**config.mk**
```make
export PLATFORM = sky130hd
export DESIGN_NAME = core_ctrl_fsm
export DESIGN_NICKNAME = d
export VERILOG_FILES = /design/src/rtl/core_ctrl_fsm.sv
export SDC_FILE = /design/constraint.sdc
export NUM_CORES = 1
export LEC_CHECK = 0
export CORE_MARGIN = 10
export CORE_UTILIZATION = 37
export CTS_CLUSTER_SIZE = 20
export DETAILED_ROUTE_END_ITERATION = 10
export GPL_TIMING_DRIVEN = 0
export PLACE_DENSITY = 0.84
export SETUP_SLACK_MARGIN = 0.2
export SLEW_MARGIN = 10
export SYNTH_ARGS = -nofsm -noshare
export SYNTH_HDL_FRONTEND = slang
export SYNTH_SLANG_ARGS = --single-unit
```
**constraint.sdc**
```tcl
create_clock -name clk -period 2 [get_ports clk]
set_input_delay 0.2 -clock clk [delete_from_list [all_inputs] [get_ports clk]]
set_output_delay 0.2 -clock clk [all_outputs]
set_load 0.01 [all_outputs]
```
**src/rtl/core_ctrl_fsm.sv**
```systemverilog
// -----------------------------------------------------------------------------
// core_ctrl_fsm
//   Multi-cycle sequencer for the rv32 core. Holds the PC and the instruction
//   register that feeds decode, steps each instruction through
//   FETCH -> DECODE -> EXEC -> (MEM) -> WB, handshakes with instruction and data
//   memory, gates regfile writes and halts on ecall/ebreak or a misaligned PC.
//
//   Optional feature macro: CORE_CTRL_PERF_CNT_EN
//     defined     : cycle_cnt counts non-HALT cycles, instret_cnt counts retires
//     not defined : both counter ports are tied to zero, no counter flops
//
// Ports
//   clk, rst_n                 clock (rising edge), async active-low reset
//   imem_req/imem_addr         fetch request (held until ack), address = pc
//   imem_ack/imem_rdata        fetch completion and instruction word
//   inst, pc                   instruction register and PC, feed decode
//   dec_*                      decode control flags, sampled in the cycle of use
//   branch_target/branch_taken redirect target and branch condition result
//   dmem_req/dmem_we/dmem_ack  data access handshake (we: 1 store, 0 load)
//   rf_we                      regfile write strobe
//   retire                     one pulse per completed instruction
//   halted/halt_cause          sticky halt flag, cause 00 ecall 01 ebreak 10 misaligned
//   cycle_cnt/instret_cnt      performance counters
// -----------------------------------------------------------------------------
module core_ctrl_fsm #(
   parameter logic [31:0] RESET_PC = 32'h8000_0000,
   parameter int          CNT_W    = 64
) (
   input  logic             clk,
   input  logic             rst_n,
   output logic             imem_req,
   output logic [31:0]      imem_addr,
   input  logic             imem_ack,
   input  logic [31:0]      imem_rdata,
   output logic [31:0]      inst,
   output logic [31:0]      pc,
   input  logic             dec_mem_read,
   input  logic             dec_mem_write,
   input  logic             dec_reg_write,
   input  logic             dec_branch,
   input  logic             dec_jump,
   input  logic             dec_ecall,
   input  logic             dec_ebreak,
   input  logic [31:0]      branch_target,
   input  logic             branch_taken,
   output logic             dmem_req,
   output logic             dmem_we,
   input  logic             dmem_ack,
   output logic             rf_we,
   output logic             retire,
   output logic             halted,
   output logic [1:0]       halt_cause,
   output logic [CNT_W-1:0] cycle_cnt,
   output logic [CNT_W-1:0] instret_cnt
);

   localparam logic [31:0] NOP_INST = 32'h0000_0013;

   typedef enum logic [2:0] {
      S_FETCH,
      S_DECODE,
      S_EXEC,
      S_MEM,
      S_WB,
      S_HALT
   } state_t;

   state_t      state, state_nxt;
   logic [31:0] pc_nxt;
   logic [31:0] inst_nxt;
   logic        halted_nxt;
   logic [1:0]  cause_nxt;
   logic [31:0] npc;
   logic        redirect;

   assign imem_addr = pc;

   always_ff @(posedge clk or negedge rst_n) begin
      if (!rst_n) begin
         state      <= S_FETCH;
         pc         <= RESET_PC;
         inst       <= NOP_INST;
         halted     <= 1'b0;
         halt_cause <= 2'b00;
      end else begin
         state      <= state_nxt;
         pc         <= pc_nxt;
         inst       <= inst_nxt;
         halted     <= halted_nxt;
         halt_cause <= cause_nxt;
      end
   end

   always_comb begin
      state_nxt  = state;
      pc_nxt     = pc;
      inst_nxt   = inst;
      halted_nxt = halted;
      cause_nxt  = halt_cause;
      imem_req   = 1'b0;
      dmem_req   = 1'b0;
      dmem_we    = 1'b0;
      rf_we      = 1'b0;
      retire     = 1'b0;
      redirect   = dec_jump | (dec_branch & branch_taken);
      // pc + 4 wraps naturally in 32 bits
      npc        = redirect ? branch_target : (pc + 32'd4);

      case (state)
         S_FETCH: begin
            imem_req = 1'b1;
            if (imem_ack) begin
               inst_nxt  = imem_rdata;
               state_nxt = S_DECODE;
            end
         end
         S_DECODE: begin
            if (dec_ecall || dec_ebreak) begin
               state_nxt  = S_HALT;
               halted_nxt = 1'b1;
               // ecall takes priority when both flags are raised
               cause_nxt  = dec_ecall ? 2'b00 : 2'b01;
            end else begin
               state_nxt = S_EXEC;
            end
         end
         S_EXEC: begin
            state_nxt = (dec_mem_read || dec_mem_write) ? S_MEM : S_WB;
         end
         S_MEM: begin
            dmem_req = 1'b1;
            dmem_we  = dec_mem_write;
            if (dmem_ack) state_nxt = S_WB;
         end
         S_WB: begin
            rf_we  = dec_reg_write;
            retire = 1'b1;
            if (npc[1:0] != 2'b00) begin
               // misaligned target: keep the faulting instruction's PC visible
               state_nxt  = S_HALT;
               halted_nxt = 1'b1;
               cause_nxt  = 2'b10;
            end else begin
               pc_nxt    = npc;
               state_nxt = S_FETCH;
            end
         end
         S_HALT: begin
            state_nxt = S_HALT;
         end
         default: begin
            state_nxt = S_HALT;
         end
      endcase
   end

`ifdef CORE_CTRL_PERF_CNT_EN
   logic [CNT_W-1:0] cycle_q;
   logic [CNT_W-1:0] instret_q;

   always_ff @(posedge clk or negedge rst_n) begin
      if (!rst_n) begin
         cycle_q   <= '0;
         instret_q <= '0;
      end else begin
         if (state != S_HALT) cycle_q <= cycle_q + CNT_W'(1);
         if (retire)          instret_q <= instret_q + CNT_W'(1);
      end
   end

   assign cycle_cnt   = cycle_q;
   assign instret_cnt = instret_q;
`else
   assign cycle_cnt   = '0;
   assign instret_cnt = '0;
`endif

endmodule

```
# After elaboration in Yosys (flattened, before gate mapping)
# Cells that the tools add are included.
# op_classes
n_addsub,1
eq_ne,8
muxes,19
n_bitwise,3
reduce_logical,9
# ops
cell,count
"32-bit by 3-bit adder with 32-bit output, second input constant",1
32-bit 2-to-1 mux,1
3-bit 2-to-1 mux,5
3-bit one-hot mux with 5 select lines,1
1-bit 2-to-1 mux,8
"2-bit != test, second input constant",4
"3-bit by 2-bit == test with 1-bit output, second input constant",2
2-bit AND reduction,3
2-bit 2-to-1 mux,2
2-bit one-hot mux with 2 select lines,1
2-bit nonzero test,2
"3-bit by 1-bit == test with 1-bit output, second input constant",1
"3-bit == test, second input constant",1
3-bit zero test,1
3-bit AND reduction,1
1-bit logical OR,2
1-bit one-hot mux with 2 select lines,1
1-bit AND,1
1-bit inverter,1
1-bit OR,1
# totals
reg_bits,70
inputBits,76
output_inout_bits,232

# Longest topological paths before layout
# logic_depth
ltp_word,6
ltp_mapped,8
mapped_depth_nobuf,7

# Worst setup path after synthesis
# No wires, ideal clock.
# synth_timing
path_type,reg-to-reg
startpoint,"register pc[2], in the netlist imem_addr[2]"
endpoint,"register pc[22], in the netlist imem_addr[22]"
setup_time_ns,0.077
arrival_time_ns,1.816
slack_ns,0.107
stages_incl_launch_ff,8
path_cell_list,dfrtp_1 > ha_1 > nand3_1 > or4_4 > buf_6 > o31ai_1 > a21oi_1 > a21oi_1
# synth_via
elab_chain_cells,2
# synth_rtl
element,line,text
"start, declared",36,"output logic [31:0] pc,"
"start signal, assigned",87,pc <= pc_nxt;
32-bit by 3-bit adder with 32-bit output,107,npc = redirect ? branch_target : (pc + 32'd4);
32-bit 2-to-1 mux,107,
# Every way passes these cells.
# A chain may end at the register's enable or synchronous reset.

# Worst setup path in the final report
# layout_timing
startpoint,register state[1]
endpoint,"register pc[30], in the netlist imem_addr[30]"
# layout_via
elab_chain_cells,2
# layout_rtl
element,line,text
"start, declared",68,"state_t state, state_nxt;"
"start signal, assigned",86,state <= state_nxt;
3-bit == test,109,case (state)
2-bit AND reduction (no source line),n/a,
# Every way passes these cells.

==> summary.md <==
| Metric | Value |
|---|---|
| Maximum vdd ir drop | `0.000649 V` |
| Sequential cell area | `1780 sq um` |
| TritonRoute pass-1 iters | `6` |
| Setup crit start kind | `flip-flop` |
| Slew Limit Headroom | `55.7%` |
| Mean post-synth cell area | `9.26 sq um` |
| Crit end category | `flip-flop` |
| Crit path max-delay cell type | `or4_4` |
| Hold WS | `0.319 ns` |
| Clk pwr share | `15.3%` |
| CTS Root Cell | `clkbuf_16` |
| Final Critical Period | `1.87 ns` |
| RSZ-0062 raised after global routing | `yes` |
| Area post-placement | `7380 sq um` |
| Htree depth | `3` |
| Fin. Hold Viols | `0` |
| Synthesized area | `4840 sq um` |
| CTS sink count | `70` |
| Slew Viols, Final | `0` |
| CP required | `2.21 ns` |
| Final number of setup-violating endpoints | `0` |
| Mux contribution to synthesized area | `7.65%` |
| Buf/Inv on CP | `3` |
| Synth-to-layout area growth | `70.0%` |
| Power after layout | `10.7 mW` |
| Ys Warns | `0` |
| Design area | `8230 sq um` |
| Detailed-route via count | `4819` |
| Largest net degree at the start of global routing | `50` |
| Instance count on the critical path | `9` |
| # diodes | `0` |
| Clock transition at the registers of the reported paths | `0.06 ns` |
| Fraction of synthesized cell area in xor and xnor cells | `0%` |
| R2R Setup Slk | `0.13 ns` |
| Global router's overall resource usage | `19.0%` |
| Routed Antenna Nets | `0` |
| Die area | `18100 sq um` |
| HP Class | `in -> async` |
| Footprint of the multi-input gates | `2410 sq um` |
| EDFF count, synth | `0` |
| Gr ovfl total | `0` |
| Core region area | `12700 sq um` |
| Final-stage net count | `952` |
| CP Max Fanout | `10` |
| First-iteration detailed-routing DRC count | `391` |
| WL per Instance | `18.1 microns` |
| DRC viols | `0` |
| Pwr Density | `1290 nW/um^2` |
| Starting Density | `38.1%` |
| Final-layout fill cell count | `1051` |
| HPWL Detailed | `14600 microns` |
| Int Pwr | `6.61 mW` |
| Max-Cap Viols | `0` |
| Largest delay share family, worst path | `simple AND/OR/NAND/NOR gates` |
| Reg-to-reg startpoint | `state[1]` |
| Vias in the first global route | `4820` |
| Worst path max stage delay | `0.45 ns` |
| Commonest non-fill, non-tap cell in the layout | `buf_4` |
| TritonCTS clock tree | `built` |
| Worst reg2reg path depth | `9` |
| Status | `completed` |
| Post-synthesis compound-gate area fraction | `13.8%` |
| Switching share of power | `38.0%` |
| Layout cells sized above 1 | `36.6%` |
| DRT Wirelength | `19000 microns` |
| Chip width | `134 microns` |
| Placer Congestion | `0.875` |
| Setup crit start | `state[1]` |
| Initial antenna violation count | `0` |
| Sequential area share after synthesis | `36.3%` |
| Number of buffers created by CTS | `9` |
| Most frequent cells in the layout | `buf_4 (195), clkdlybuf4s50_1 (173), conb_1 (128)` |
| Post-Syn Instances | `523` |
| Yosys reg bits | `70` |
| Row count | `41` |
| Clock skew | `0.00751 ns` |
| Comb power frac | `57.1%` |
| Least-Margin Pin Slew | `0.656 ns` |
| Synth Area in Adders | `0.258%` |
| Global-route wire length before repair | `27100 microns` |
| Distinct cells, synth | `61` |
| Setup_tns | `0 ns` |
| Sequential share of power | `27.6%` |
| Setup Crit Path Kind | `reg -> reg` |
| Vert. Die Dim | `134 microns` |
| Crit-path cells | `clkbuf_8 -> nor2_4 -> nand2_2 -> inv_2 -> buf_6 -> nand4_1 -> or4_4 -> o22a_1 -> o31a_1` |
| Placed Cells | `1002` |
| Post-synth ARST share | `100%` |
| Non-Filler Instances | `1052` |
| Largest family of logic cells by synthesized area | `buffers and inverters` |
| Post-synthesis simple-gate area fraction | `13.6%` |
| Static Leak | `3.81 nW` |
| Port bufs | `179` |
| Clock buffer depth | `2` |
| Switching pwr | `4.05 mW` |
| Ports | `308` |
| Main synth FF type | `dfrtp_1` |
| CP Data Arrival Time | `2.08 ns` |
| Max Fclk | `535 MHz` |
| Final period util | `93.5%` |
| Reg-to-Reg End | `imem_addr[30]` |
| Clk_lat worst skew | `0.34 ns` |
| Avg Vias per Cell | `4.58` |
## final cells by class
class	count	area share, %
tap	172	2.61
inverter	8	0.365
timing repair buffer	214	25.3
clock buffer	9	2.74
buffer	183	17.1
sequential	70	21.6
clock inverter	7	0.912
multi-input combinational	389	29.3
## cells by family (layout without fill, tap and decap cells)
family                   Yosys count  after routing
adder cells (fa/ha/maj)            1              1
other                              1            128
AND/OR/NAND/NOR                  122            122
flip-flops                        70             70
buffers and inverters            191            421
AO/OA/AOI/OAI                    105            105
multiplexers                      33             33
## worst register-to-register path, delay by kind of cell (launching register included)
family / cells / cell delay, ns
buffers and inverters: 3 / 0.33
DFF: 1 / 0.37
and+or+nand+nor: 4 / 0.75
AOI/OAI and AO/OA: 2 / 0.30
## state kept, by name, summed over array words and instances, names as in the netlist
signal	cells
halted	1
halt_cause	2
imem_addr	32
state	3
inst	32
## timing repair
item / CTS / global route
buffers inserted: 20 / 12
hold buffers: 1 / 0
hold endpoints to repair: 19 / 0
endpoints found under the setup margin: 68 / 60
resized for setup: 56 / 30
gates cloned: 0 / 1
pin swaps: 7 / 11
## worst max path at each step
stage,endpoint,slack [ns]
after floorplan,imem_addr[22],0.18
after detailed placement,imem_addr[26],-0.51
final,imem_addr[30],0.13
after global routing,imem_addr[30],0.05
after global placement,imem_addr[10],-2.07
after CTS,imem_addr[30],0.13
## metrics by stage
step                      worst slack [ns]  util [%]
after CTS                            0.126      63.0
after detailed placement            -0.513      58.0
final                                0.130      64.7
after global placement               -2.07      57.8
after floorplan                      0.177         -
after global routing                0.0542      64.7
## cell usage after synthesis, types with 4 or more instances
| cell type | instances | share of area, % |
|---|---|---|
| dfstp_2 | 4 | 2.2 |
| a31oi_1 | 7 | 0.90 |
| nor2_1 | 25 | 1.9 |
| nand4_1 | 11 | 1.4 |
| inv_1 | 7 | 0.54 |
| dfrtp_1 | 66 | 34 |
| nand2_1 | 22 | 1.7 |
| buf_4 | 161 | 25 |
| nor4_1 | 9 | 1.2 |
| clkbuf_1 | 11 | 0.85 |
| mux2_2 | 31 | 7.2 |
| o32ai_1 | 4 | 0.72 |
| nand3_1 | 16 | 1.7 |
| a2bb2oi_1 | 8 | 1.4 |
| nor3_1 | 9 | 0.93 |
| and2_1 | 6 | 0.78 |
| clkbuf_8 | 4 | 1.1 |
| o21ai_0 | 19 | 2.0 |
| a21oi_1 | 37 | 3.8 |
| buf_2 | 5 | 0.52 |
| o22ai_1 | 9 | 1.2 |
## power by group through the flow
stage / Clock, mW / Sequential [mW] / Combinational (mW)
finish: 1.63 / 2.94 / 6.08
global route: 1.69 / 3.03 / 6.48
CTS: 1.64 / 2.92 / 5.80
detailed placement: 0 / 2.94 / 5.35
global placement: 0 / 2.89 / 5.27
floorplan: 0 / 3.06 / 2.40
## per-layer routing
layer | vias up | GRT usage (%) | part of all wire (%)
met5 | - | 0 | 0
met4 | 0 | 4.90 | 1.8
met3 | 38 | 6.53 | 9.5
met2 | 288 | 35.2 | 54
met1 | 2225 | 20.0 | 35
li1 | 2268 | - | -
No activity file was read; power rests on OpenSTA's default activity.
==> patch (same flow settings) <==
Change the parameter `CNT_W` from 64 to 96.
--- a/src/rtl/core_ctrl_fsm.sv
+++ b/src/rtl/core_ctrl_fsm.sv
@@ -24,7 +24,7 @@
 // -----------------------------------------------------------------------------
 module core_ctrl_fsm #(
    parameter logic [31:0] RESET_PC = 32'h8000_0000,
-   parameter int          CNT_W    = 64
+   parameter int          CNT_W    = 96
 ) (
    input  logic             clk,
    input  logic             rst_n,
Interface: changed (resized cycle_cnt and instret_cnt); port bits go from 308 to 372. No check against the original RTL was run, so the function may have changed too.
==> patch against the original RTL <==
Wire length increased by 10%. Synthesized area increased by 9.9%. Sequential share of layout area decreased by 1.8 points. Cell count increased by 13%. Cell area increased by 9.3%. Critical path depth decreased by 3. Non-clock buffer count increased by 68. Maximum frequency increased by 0.97%. Synthesized cell count increased by 12%. Power increased by 3.2%. Setup slack improved by 0.018 ns. Sequential cell count unchanged. Critical path type unchanged. Largest power group unchanged.
==> patch: results (changes against the original RTL) <==
- Hpwl dp: 16500 um (+13%)
- Longest Clk Path Bufs: 2 (unchanged)
- Crit-path max cell delay: 0.60 ns (+0.15 ns)
- DR iter-0 viols: 345 (-12%)
- WL per Instance: 17.6 um (-2.5%)
- Top cells by area, synth: buf_4 (32%), dfrtp_1 (31%), mux2_2 (6.6%)
- Largest fanout on the critical path: 6 (-4)
- Outcome: finished, final reports clean
- Cell leakage power: 4.42 nW (+16%)
- Nets: 1084 (+14%)
- Slowest cell on the critical path: or4_4
- Worst vdd ir: 539 uV (-17%)
- Most instantiated cells after synthesis: buf_4 (225), dfrtp_1 (66), a21oi_1 (37)
- Hold Crit Class: in -> async
- Filler cells: 1156 (+10%)
- Ys Warns: 0 (unchanged)
- Layout cells sized above 1: 0.390 (+0.0244)
- Internal power: 6.85 mW (+3.7%)
- Vias post-DR: 5187 (+7.6%)
- Area occupied by multi-input gates: 0.00266 mm2 (+10%)
- Largest net degree at the start of global routing: 39 (-22%)
- Worst-case clock skew: 0.00297 ns (-0.00455 ns)
- TritonRoute pass-1 iters: 5 (-1)
- DRT antenna net count: 0 (unchanged)
- Max Cap Viol: 0 (unchanged)
- CTS clk-pin slew, worst paths: 0.06 ns (about the same)
- Dpl cell area: 0.00811 mm2 (+9.8%)
- Critical Path AT: 2.11 ns (+0.03 ns)
- CP top delay family: simple AND/OR/NAND/NOR gates
- Top FF cell, synth: dfrtp_1
- Unique masters post-synth: 61 (unchanged)
- Tot GR Track Use: 0.197 (+0.00621)
- Setup Viol. Count Final: 0 (unchanged)
- Initial antenna violation count: 0 (unchanged)
- Asr flop ratio synth: 1.00 (unchanged)
- Inserted Clock Buffers: 9 (unchanged)
- First-pass GRT wire length: 30600 um (+13%)
- Root Buffer: clkbuf_16
- H-tree lvl count: 3 (unchanged)
- # port buffers: 179 (unchanged)
- # diodes: 0 (unchanged)
- Worst skew pair latency: 0.34 ns (about the same)
- GPL Wtd Cong: 0.879 (+0.42%)
- Sequential share of the synthesized area: 0.330 (-0.0328)
- Final Max Slew Viols: 0 (unchanged)
- Slew @ Worst Pin: 0.539 ns (-0.116 ns)
[patch: changes by cell type after synthesis, sizes merged]
cell	change
buf	+64
[patch: stage by stage]
stage | worst slack, ns | hold WS [ns] | std cells
after floorplan | 0.177 | -0.0956 | 778
after global placement | -2.06 | 0.453 | 1137
after detailed placement | -0.671 | 0.209 | 1138
after CTS | 0.133 | 0.401 | 1178
after global routing | 0.126 | 0.442 | 1192
final | 0.148 | 0.400 | 1192
[patch: routing by layer]
metal,GRT usage,share of wire
met5,0,0
met4,0.0522,0.022
met3,0.0784,0.10
met2,0.352,0.53
met1,0.209,0.35
[patch: cell families after synthesis]
| logic type | count (synthesis) | share of synthesized area |
|---|---|---|
| adder cells (fa/ha/maj) | 1 | 0.00235 |
| buffers and inverters | 255 | 0.349 |
| other | 1 | 0.000705 |
| flip-flops | 70 | 0.330 |
| AND/OR/NAND/NOR | 122 | 0.123 |
| AO/OA/AOI/OAI | 105 | 0.125 |
| multiplexers | 33 | 0.0696 |
[patch: power by group through the flow]
stage                     Sequential (mW)  Combinational, mW  Clock, mW
after floorplan                      3.06               2.54          0
after global placement               2.91               5.45          0
after detailed placement             2.95               5.53          0
after CTS                            2.92               6.03       1.74
after global routing                 3.04               6.72       1.81
final                                2.95               6.32       1.73
[patch: what timing repair did]
action,in CTS,in global routing
endpoints found under the setup margin,71,65
pin swaps,13,13
setup buffers,22,14
resized for setup,58,43
hold buffers,1,0
hold endpoints to repair,34,0
gates cloned,1,0
[patch: cell type report]
| type | count | area share |
|---|---|---|
| Multi-Input combinational cell | 453 | 0.296 |
| Timing Repair Buffer | 218 | 0.233 |
| Buffer | 247 | 0.209 |
| Sequential cell | 70 | 0.198 |
| Clock buffer | 11 | 0.0259 |
| Tap cell | 180 | 0.0250 |
| Clock inverter | 5 | 0.00932 |
| Inverter | 8 | 0.00334 |
[patch: path summary, 6_finish.rpt]
path                       slack, ns               from            end  cells past startpoint
hold reg to reg                 0.47             halted         halted                      1
hold / removal                  0.40              rst_n        inst[9]                      2
min in group clk                0.44  branch_target[31]  imem_addr[31]                      3
setup reg to reg                0.15      imem_addr[14]  imem_addr[24]                      6
max in group asynchronous       0.97              rst_n        inst[0]                      3
setup / recovery                0.15      imem_addr[14]  imem_addr[24]                      6
